[src/rtl/multicycle_control_fsm.sv]
// Multi-cycle MIPS control sequencer: steps each instruction through fetch/decode/execute
// states, drives datapath enables and selects, and counts retired instructions.
module multicycle_control_fsm #(
    parameter int unsigned CNT_W = 32
) (
    input  logic             clk,
    input  logic             rst,
    input  logic [5:0]       op,
    input  logic [5:0]       funct,
    input  logic             zero,
    input  logic             mem_ready,
    output logic             pc_en,
    output logic             iord,
    output logic             mem_read,
    output logic             mem_write,
    output logic             ir_write,
    output logic             reg_write,
    output logic [1:0]       reg_dst,
    output logic [1:0]       mem_to_reg,
    output logic             alu_src_a,
    output logic [1:0]       alu_src_b,
    output logic [3:0]       alu_op,
    output logic [1:0]       pc_source,
    output logic             illegal_op,
    output logic [3:0]       state,
    output logic [CNT_W-1:0] retired
);

    typedef enum logic [3:0] {
        S_FETCH  = 4'd0,
        S_DECODE = 4'd1,
        S_MEMADR = 4'd2,
        S_MEMRD  = 4'd3,
        S_MEMWB  = 4'd4,
        S_MEMWR  = 4'd5,
        S_EXEC   = 4'd6,
        S_ALUWB  = 4'd7,
        S_BRANCH = 4'd8,
        S_JUMP   = 4'd9,
        S_JAL    = 4'd10,
        S_IEXEC  = 4'd11,
        S_IWB    = 4'd12
    } state_t;

    localparam logic [5:0] OP_RTYPE = 6'b000000;
    localparam logic [5:0] OP_J     = 6'b000010;
    localparam logic [5:0] OP_JAL   = 6'b000011;
    localparam logic [5:0] OP_BEQ   = 6'b000100;
    localparam logic [5:0] OP_BNE   = 6'b000101;
    localparam logic [5:0] OP_ADDI  = 6'b001000;
    localparam logic [5:0] OP_ADDIU = 6'b001001;
    localparam logic [5:0] OP_SLTI  = 6'b001010;
    localparam logic [5:0] OP_SLTIU = 6'b001011;
    localparam logic [5:0] OP_ANDI  = 6'b001100;
    localparam logic [5:0] OP_ORI   = 6'b001101;
    localparam logic [5:0] OP_XORI  = 6'b001110;
    localparam logic [5:0] OP_LW    = 6'b100011;
    localparam logic [5:0] OP_SW    = 6'b101011;

    localparam logic [3:0] ALU_ADD  = 4'b0000;
    localparam logic [3:0] ALU_SUB  = 4'b0001;
    localparam logic [3:0] ALU_RTY  = 4'b0010;
    localparam logic [3:0] ALU_OR   = 4'b0011;
    localparam logic [3:0] ALU_ADDU = 4'b0100;
    localparam logic [3:0] ALU_XOR  = 4'b0101;
    localparam logic [3:0] ALU_AND  = 4'b0110;
    localparam logic [3:0] ALU_SLT  = 4'b0111;
    localparam logic [3:0] ALU_SLTU = 4'b1000;

    state_t           r_state;
    state_t           w_next;
    logic             w_retire;
    logic [3:0]       w_imm_alu_op;
    logic [CNT_W-1:0] r_retired;
    logic             w_unused_funct;

    // funct reaches the ALU control directly; the sequencer never decodes it
    assign w_unused_funct = ^funct;

    always_comb begin
        w_imm_alu_op = ALU_ADD;
        case (op)
            OP_ADDIU: w_imm_alu_op = ALU_ADDU;
            OP_SLTI:  w_imm_alu_op = ALU_SLT;
            OP_SLTIU: w_imm_alu_op = ALU_SLTU;
            OP_ANDI:  w_imm_alu_op = ALU_AND;
            OP_ORI:   w_imm_alu_op = ALU_OR;
            OP_XORI:  w_imm_alu_op = ALU_XOR;
            default:  w_imm_alu_op = ALU_ADD;
        endcase
    end

    always_ff @(posedge clk or posedge rst) begin
        if (rst) r_state <= S_FETCH;
        else     r_state <= w_next;
    end

    always_comb begin
        w_next     = r_state;
        w_retire   = 1'b0;
        pc_en      = 1'b0;
        iord       = 1'b0;
        mem_read   = 1'b0;
        mem_write  = 1'b0;
        ir_write   = 1'b0;
        reg_write  = 1'b0;
        reg_dst    = 2'b00;
        mem_to_reg = 2'b00;
        alu_src_a  = 1'b0;
        alu_src_b  = 2'b00;
        alu_op     = ALU_ADD;
        pc_source  = 2'b00;
        illegal_op = 1'b0;
        case (r_state)
            S_FETCH: begin
                mem_read  = 1'b1;
                alu_src_b = 2'b01;
                if (mem_ready) begin
                    pc_en    = 1'b1;
                    ir_write = 1'b1;
                    w_next   = S_DECODE;
                end
            end
            S_DECODE: begin
                alu_src_b = 2'b11;
                case (op)
                    OP_LW, OP_SW:    w_next = S_MEMADR;
                    OP_RTYPE:        w_next = S_EXEC;
                    OP_BEQ, OP_BNE:  w_next = S_BRANCH;
                    OP_J:            w_next = S_JUMP;
                    OP_JAL:          w_next = S_JAL;
                    OP_ADDI, OP_ADDIU, OP_SLTI, OP_SLTIU,
                    OP_ANDI, OP_ORI, OP_XORI: w_next = S_IEXEC;
                    default: begin
                        illegal_op = 1'b1;
                        w_next     = S_FETCH;
                    end
                endcase
            end
            S_MEMADR: begin
                alu_src_a = 1'b1;
                alu_src_b = 2'b10;
                w_next    = (op == OP_LW) ? S_MEMRD : S_MEMWR;
            end
            S_MEMRD: begin
                iord     = 1'b1;
                mem_read = 1'b1;
                if (mem_ready) w_next = S_MEMWB;
            end
            S_MEMWB: begin
                reg_write  = 1'b1;
                mem_to_reg = 2'b01;
                w_retire   = 1'b1;
                w_next     = S_FETCH;
            end
            S_MEMWR: begin
                iord      = 1'b1;
                mem_write = 1'b1;
                if (mem_ready) begin
                    w_retire = 1'b1;
                    w_next   = S_FETCH;
                end
            end
            S_EXEC: begin
                alu_src_a = 1'b1;
                alu_op    = ALU_RTY;
                w_next    = S_ALUWB;
            end
            S_ALUWB: begin
                reg_write = 1'b1;
                reg_dst   = 2'b01;
                w_retire  = 1'b1;
                w_next    = S_FETCH;
            end
            S_BRANCH: begin
                alu_src_a = 1'b1;
                alu_op    = ALU_SUB;
                pc_source = 2'b01;
                pc_en     = (op == OP_BNE) ? ~zero : zero;
                w_retire  = 1'b1;
                w_next    = S_FETCH;
            end
            S_JUMP: begin
                pc_source = 2'b10;
                pc_en     = 1'b1;
                w_retire  = 1'b1;
                w_next    = S_FETCH;
            end
            // link uses the pre-update PC since the register write and PC load share this edge
            S_JAL: begin
                pc_source  = 2'b10;
                pc_en      = 1'b1;
                reg_write  = 1'b1;
                reg_dst    = 2'b10;
                mem_to_reg = 2'b10;
                w_retire   = 1'b1;
                w_next     = S_FETCH;
            end
            S_IEXEC: begin
                alu_src_a = 1'b1;
                alu_src_b = 2'b10;
                alu_op    = w_imm_alu_op;
                w_next    = S_IWB;
            end
            S_IWB: begin
                reg_write = 1'b1;
                alu_op    = w_imm_alu_op;
                w_retire  = 1'b1;
                w_next    = S_FETCH;
            end
            default: w_next = S_FETCH;
        endcase
        if (rst) begin
            pc_en      = 1'b0;
            ir_write   = 1'b0;
            reg_write  = 1'b0;
            mem_write  = 1'b0;
            mem_read   = 1'b0;
            illegal_op = 1'b0;
            w_retire   = 1'b0;
        end
    end

    always_ff @(posedge clk or posedge rst) begin
        if (rst)           r_retired <= '0;
        else if (w_retire) r_retired <= r_retired + CNT_W'(1);
    end

    assign state   = r_state;
    assign retired = r_retired;

endmodule

[config.mk]
export PLATFORM = sky130hd
export DESIGN_NAME = multicycle_control_fsm
export DESIGN_NICKNAME = d
export VERILOG_FILES = /design/src/rtl/multicycle_control_fsm.sv
export SDC_FILE = /design/constraint.sdc
export NUM_CORES = 1
export LEC_CHECK = 0
export CAP_MARGIN = 20
export CORE_UTILIZATION = 42
export DETAILED_ROUTE_END_ITERATION = 6
export GPL_TIMING_DRIVEN = 0
export PLACE_DENSITY = 0.76
export SLEW_MARGIN = 10
export SYNTH_ARGS = -nofsm -noshare
export SYNTH_HDL_FRONTEND = slang
export SYNTH_SLANG_ARGS = --single-unit
export TNS_END_PERCENT = 30
[constraint.sdc]
create_clock -name clk -period 1.89 [get_ports clk]
set_input_delay 0.378 -clock clk [delete_from_list [all_inputs] [get_ports clk]]
set_output_delay 0.378 -clock clk [all_outputs]
set_load 0.01 [all_outputs]
==> results of run 1 <==
==> cells in the mapped netlist, drive strengths merged (5+ instances only) <==
master / n / area share [%]
xor2: 7 / 2.7
o21ai: 5 / 1.1
nand4: 17 / 4.9
nor3: 7 / 1.8
nor2b: 5 / 1.4
nor2: 25 / 4.1
xnor2: 28 / 11
buf: 11 / 3.5
nand2b: 7 / 1.9
and3: 11 / 3.0
a21oi: 9 / 2.0
inv: 5 / 0.82
nand3: 12 / 2.6
and4: 6 / 2.3
dfrtp: 36 / 39
nor4: 5 / 2.0
nand2: 20 / 3.3
==> kinds of logic (layout without fill, tap and decap cells) <==
| family | count (synthesis) | in the layout | share of synthesized area, % |
|---|---|---|---|
| AO/OA/AOI/OAI | 30 | 30 | 9.047 |
| XOR/XNOR | 35 | 35 | 13.43 |
| adder cells (fa/ha/maj) | 1 | 1 | 0.5482 |
| buffers and inverters | 19 | 111 | 4.770 |
| flip-flops | 36 | 36 | 39.47 |
| multiplexers | 5 | 5 | 2.467 |
| AND/OR/NAND/NOR | 124 | 124 | 30.26 |
==> through the flow <==
stage                     cell area, um2  instances  total power [mW]  hold WS (ns)
after global routing                3476        412             3.144        0.5142
after CTS                           3304        403             2.832        0.4566
after global placement              3004        383             1.939        0.4590
after floorplan                     2286        250             1.525        0.3383
final                               3476        412             3.010        0.4840
after detailed placement            3004        383             1.946        0.4803
==> state kept, by name, summed over array words and instances, names as in the netlist <==
signal / flops
retired: 32
state: 4
==> per-layer routing <==
| metal | up-vias | global-route usage [%] | share of wire (%) |
|---|---|---|---|
| met2 | 67 | 37.10 | 51 |
| met3 | 16 | 5.026 | 4.7 |
| met1 | 1169 | 30.25 | 42 |
| met5 | - | 0 | 0 |
| met4 | 0 | 7.613 | 2.2 |
| li1 | 1081 | - | - |
==> where the power goes <==
part | total [mW] | internal, mW | switching [mW]
Sequential | 0.924 | 0.832 | 0.0919
Combinational | 1.34 | 0.683 | 0.654
Clock | 0.750 | 0.466 | 0.284
Total | 3.01 | 1.98 | 1.03
==> worst paths after layout <==
path	startpoint	endpoint	slack (ns)	cells past startpoint
max reg2reg	state[0]	retired[5]	-0.11	8
max in group asynchronous	rst	retired[11]	0.86	2
min in group asynchronous	rst	retired[9]	0.49	3
min	retired[31]	retired[31]	0.48	1
min reg2reg	retired[31]	retired[31]	0.48	1
max	state[0]	pc_en	-0.16	7
==> worst max-delay path, stage by stage, from the launching register on <==
cell,delay [ns]
dfrtp_1,0.42
buf_2,0.17
nor3b_1,0.20
a21oi_1,0.06
o21ai_0,0.19
a21oi_1,0.06
nor3_1,0.13
buf_2,0.16
==> what timing repair did <==
item / CTS / global route
gates cloned: 1 / 2
setup buffers: 11 / 7
endpoints found under the setup margin: 34 / 47
pin swaps: 12 / 16
resized for setup: 101 / 45
==> final cells by class <==
type,instances,area [um2],share of cell area [%]
Timing Repair inverter,1,5.005,0.1440
Timing Repair Buffer,83,728.2,20.95
Clock inverter,1,30.03,0.8639
Sequential cell,36,907.1,26.10
Tap cell,70,87.58,2.520
Multi-Input combinational cell,195,1443,41.50
Clock buffer,7,96.34,2.772
Inverter,5,22.52,0.6479
Buffer,14,156.4,4.500
==> results by group, run 1 <==
Run status
  • Status: finished, violations left
  • Failing checks: setup timing

Timing
  • Actual slew at the worst max-slew pin: 0.9027 ns
  • Final min period: 2.054 ns
  • Tcrit/Tclk final: 108.7%
  • Fin. Hold Viols: 0
  • Final worst setup slack: -0.1644 ns
  • Slew margin rel.: 39.49%
  • Unrepaired setup endpoints after global routing: yes
  • Achievable clock frequency: 486.8 MHz
  • Final setup fails: 23
  • Sum of negative setup slack: -1.497 ns
  • Max Slew Vio Count: 0
  • Layout Skew: 0.008251 ns

Yosys
  • Average cell area after synthesis: 9.129 um2
  • EDFF count, synth: 0
  • Seq cells post-synth: 36
  • Fraction of registers with async set/reset: 100.0%
  • Library cells used by synthesis: 48
  • Synthesized cell area: 2282 um2
  • Main synth FF type: dfrtp_1
  • Synth warn: 0
  • Post-synthesis cell count: 250
  • Synthesized Nets: 267
  • Post-synthesis sequential area ratio: 39.47%

Critical path
  • Worst setup EP type: output pin
  • Req. time, crit path: 1.51 ns
  • WS Path Type: reg -> out
  • Crit path max fanout: 4
  • Critical path startpoint category: register
  • Arrival time worst endpoint: 1.68 ns

Route
  • Routed Antenna Nets: 0
  • Pre-antenna DRT Iters: 4
  • Initial DRC count: 153
  • Vias: 2333
  • DRC: 0
  • WL/cell: 16.35 um
  • Vias per Instance: 5.663
  • WL final: 6736 um

Floorplan
  • Starting density of the core: 44.12%
  • Die ar.: 5733 um2
  • Rows: 26
  • Chip height: 75.72 um
  • Die X: 75.72 um
  • Core Box Area: 5172 um2
  • Top Ports: 72

Power
  • P per Cell Area: 866.0 nW/um2
  • VDD IR max: 0.6171 mV
  • Leak Pwr: 1.527 nW

GRT
  • Vias in the first global route: 2052
  • Largest net degree at the start of global routing: 20
  • First-pass GRT wire length: 9763 um
  • Antenna violations before repair: 0
  • GRT overflow: 0
  • Tot GR Track Use: 22.84%

Flow run
  • Max_cap viols: 0

Clock network
  • TritonCTS buffer count: 5
  • Worst skew pair latency: 0.29 ns
  • Hold bufs inserted after CTS: 0
  • Root Driver: clkbuf_8
  • Clock sink total: 36
  • Max Root-Sink Buffers: 2
  • Clock slew at reported path FFs: 0.08 ns
  • H-tree levels: 2
  • TritonCTS clock tree: built

Cells and area
  • Fraction of layout cells with a size suffix above 1: 28.36%
  • Ant diodes: 0
  • Most common cell after layout, fill and taps aside: clkdlybuf4s50_1
  • Final net count: 358
  • P&R area growth vs syn: 52.30%
  • Number of fillers in the final layout: 363
  • Final core utilization: 67.20%
  • Commonest non-fill, non-tap cells in the layout: 37 x clkdlybuf4s50_1, 31 x dfrtp_1, 26 x xnor2_1

Place
  • GP Congestion: 0.8544
  • Port Buf Inserts: 63
  • Detailed Place HPWL: 4158 um
  • Pre-CTS setup slack: -1.257 ns

Worst hold path
  • Hold WC Path Type: reg -> reg
(Power assumes the default switching activity.)
==> inputs of run 2 (changes only) <==
--- a/config.mk
+++ b/config.mk
@@ -10,7 +10,6 @@
 export DETAILED_ROUTE_END_ITERATION = 6
 export GPL_TIMING_DRIVEN = 0
 export PLACE_DENSITY = 0.76
-export SLEW_MARGIN = 10
 export SYNTH_ARGS = -nofsm -noshare
 export SYNTH_HDL_FRONTEND = slang
 export SYNTH_SLANG_ARGS = --single-unit
==> results of run 2 <==
No change in the layout: final DEF, timing and power equal those of run 1.
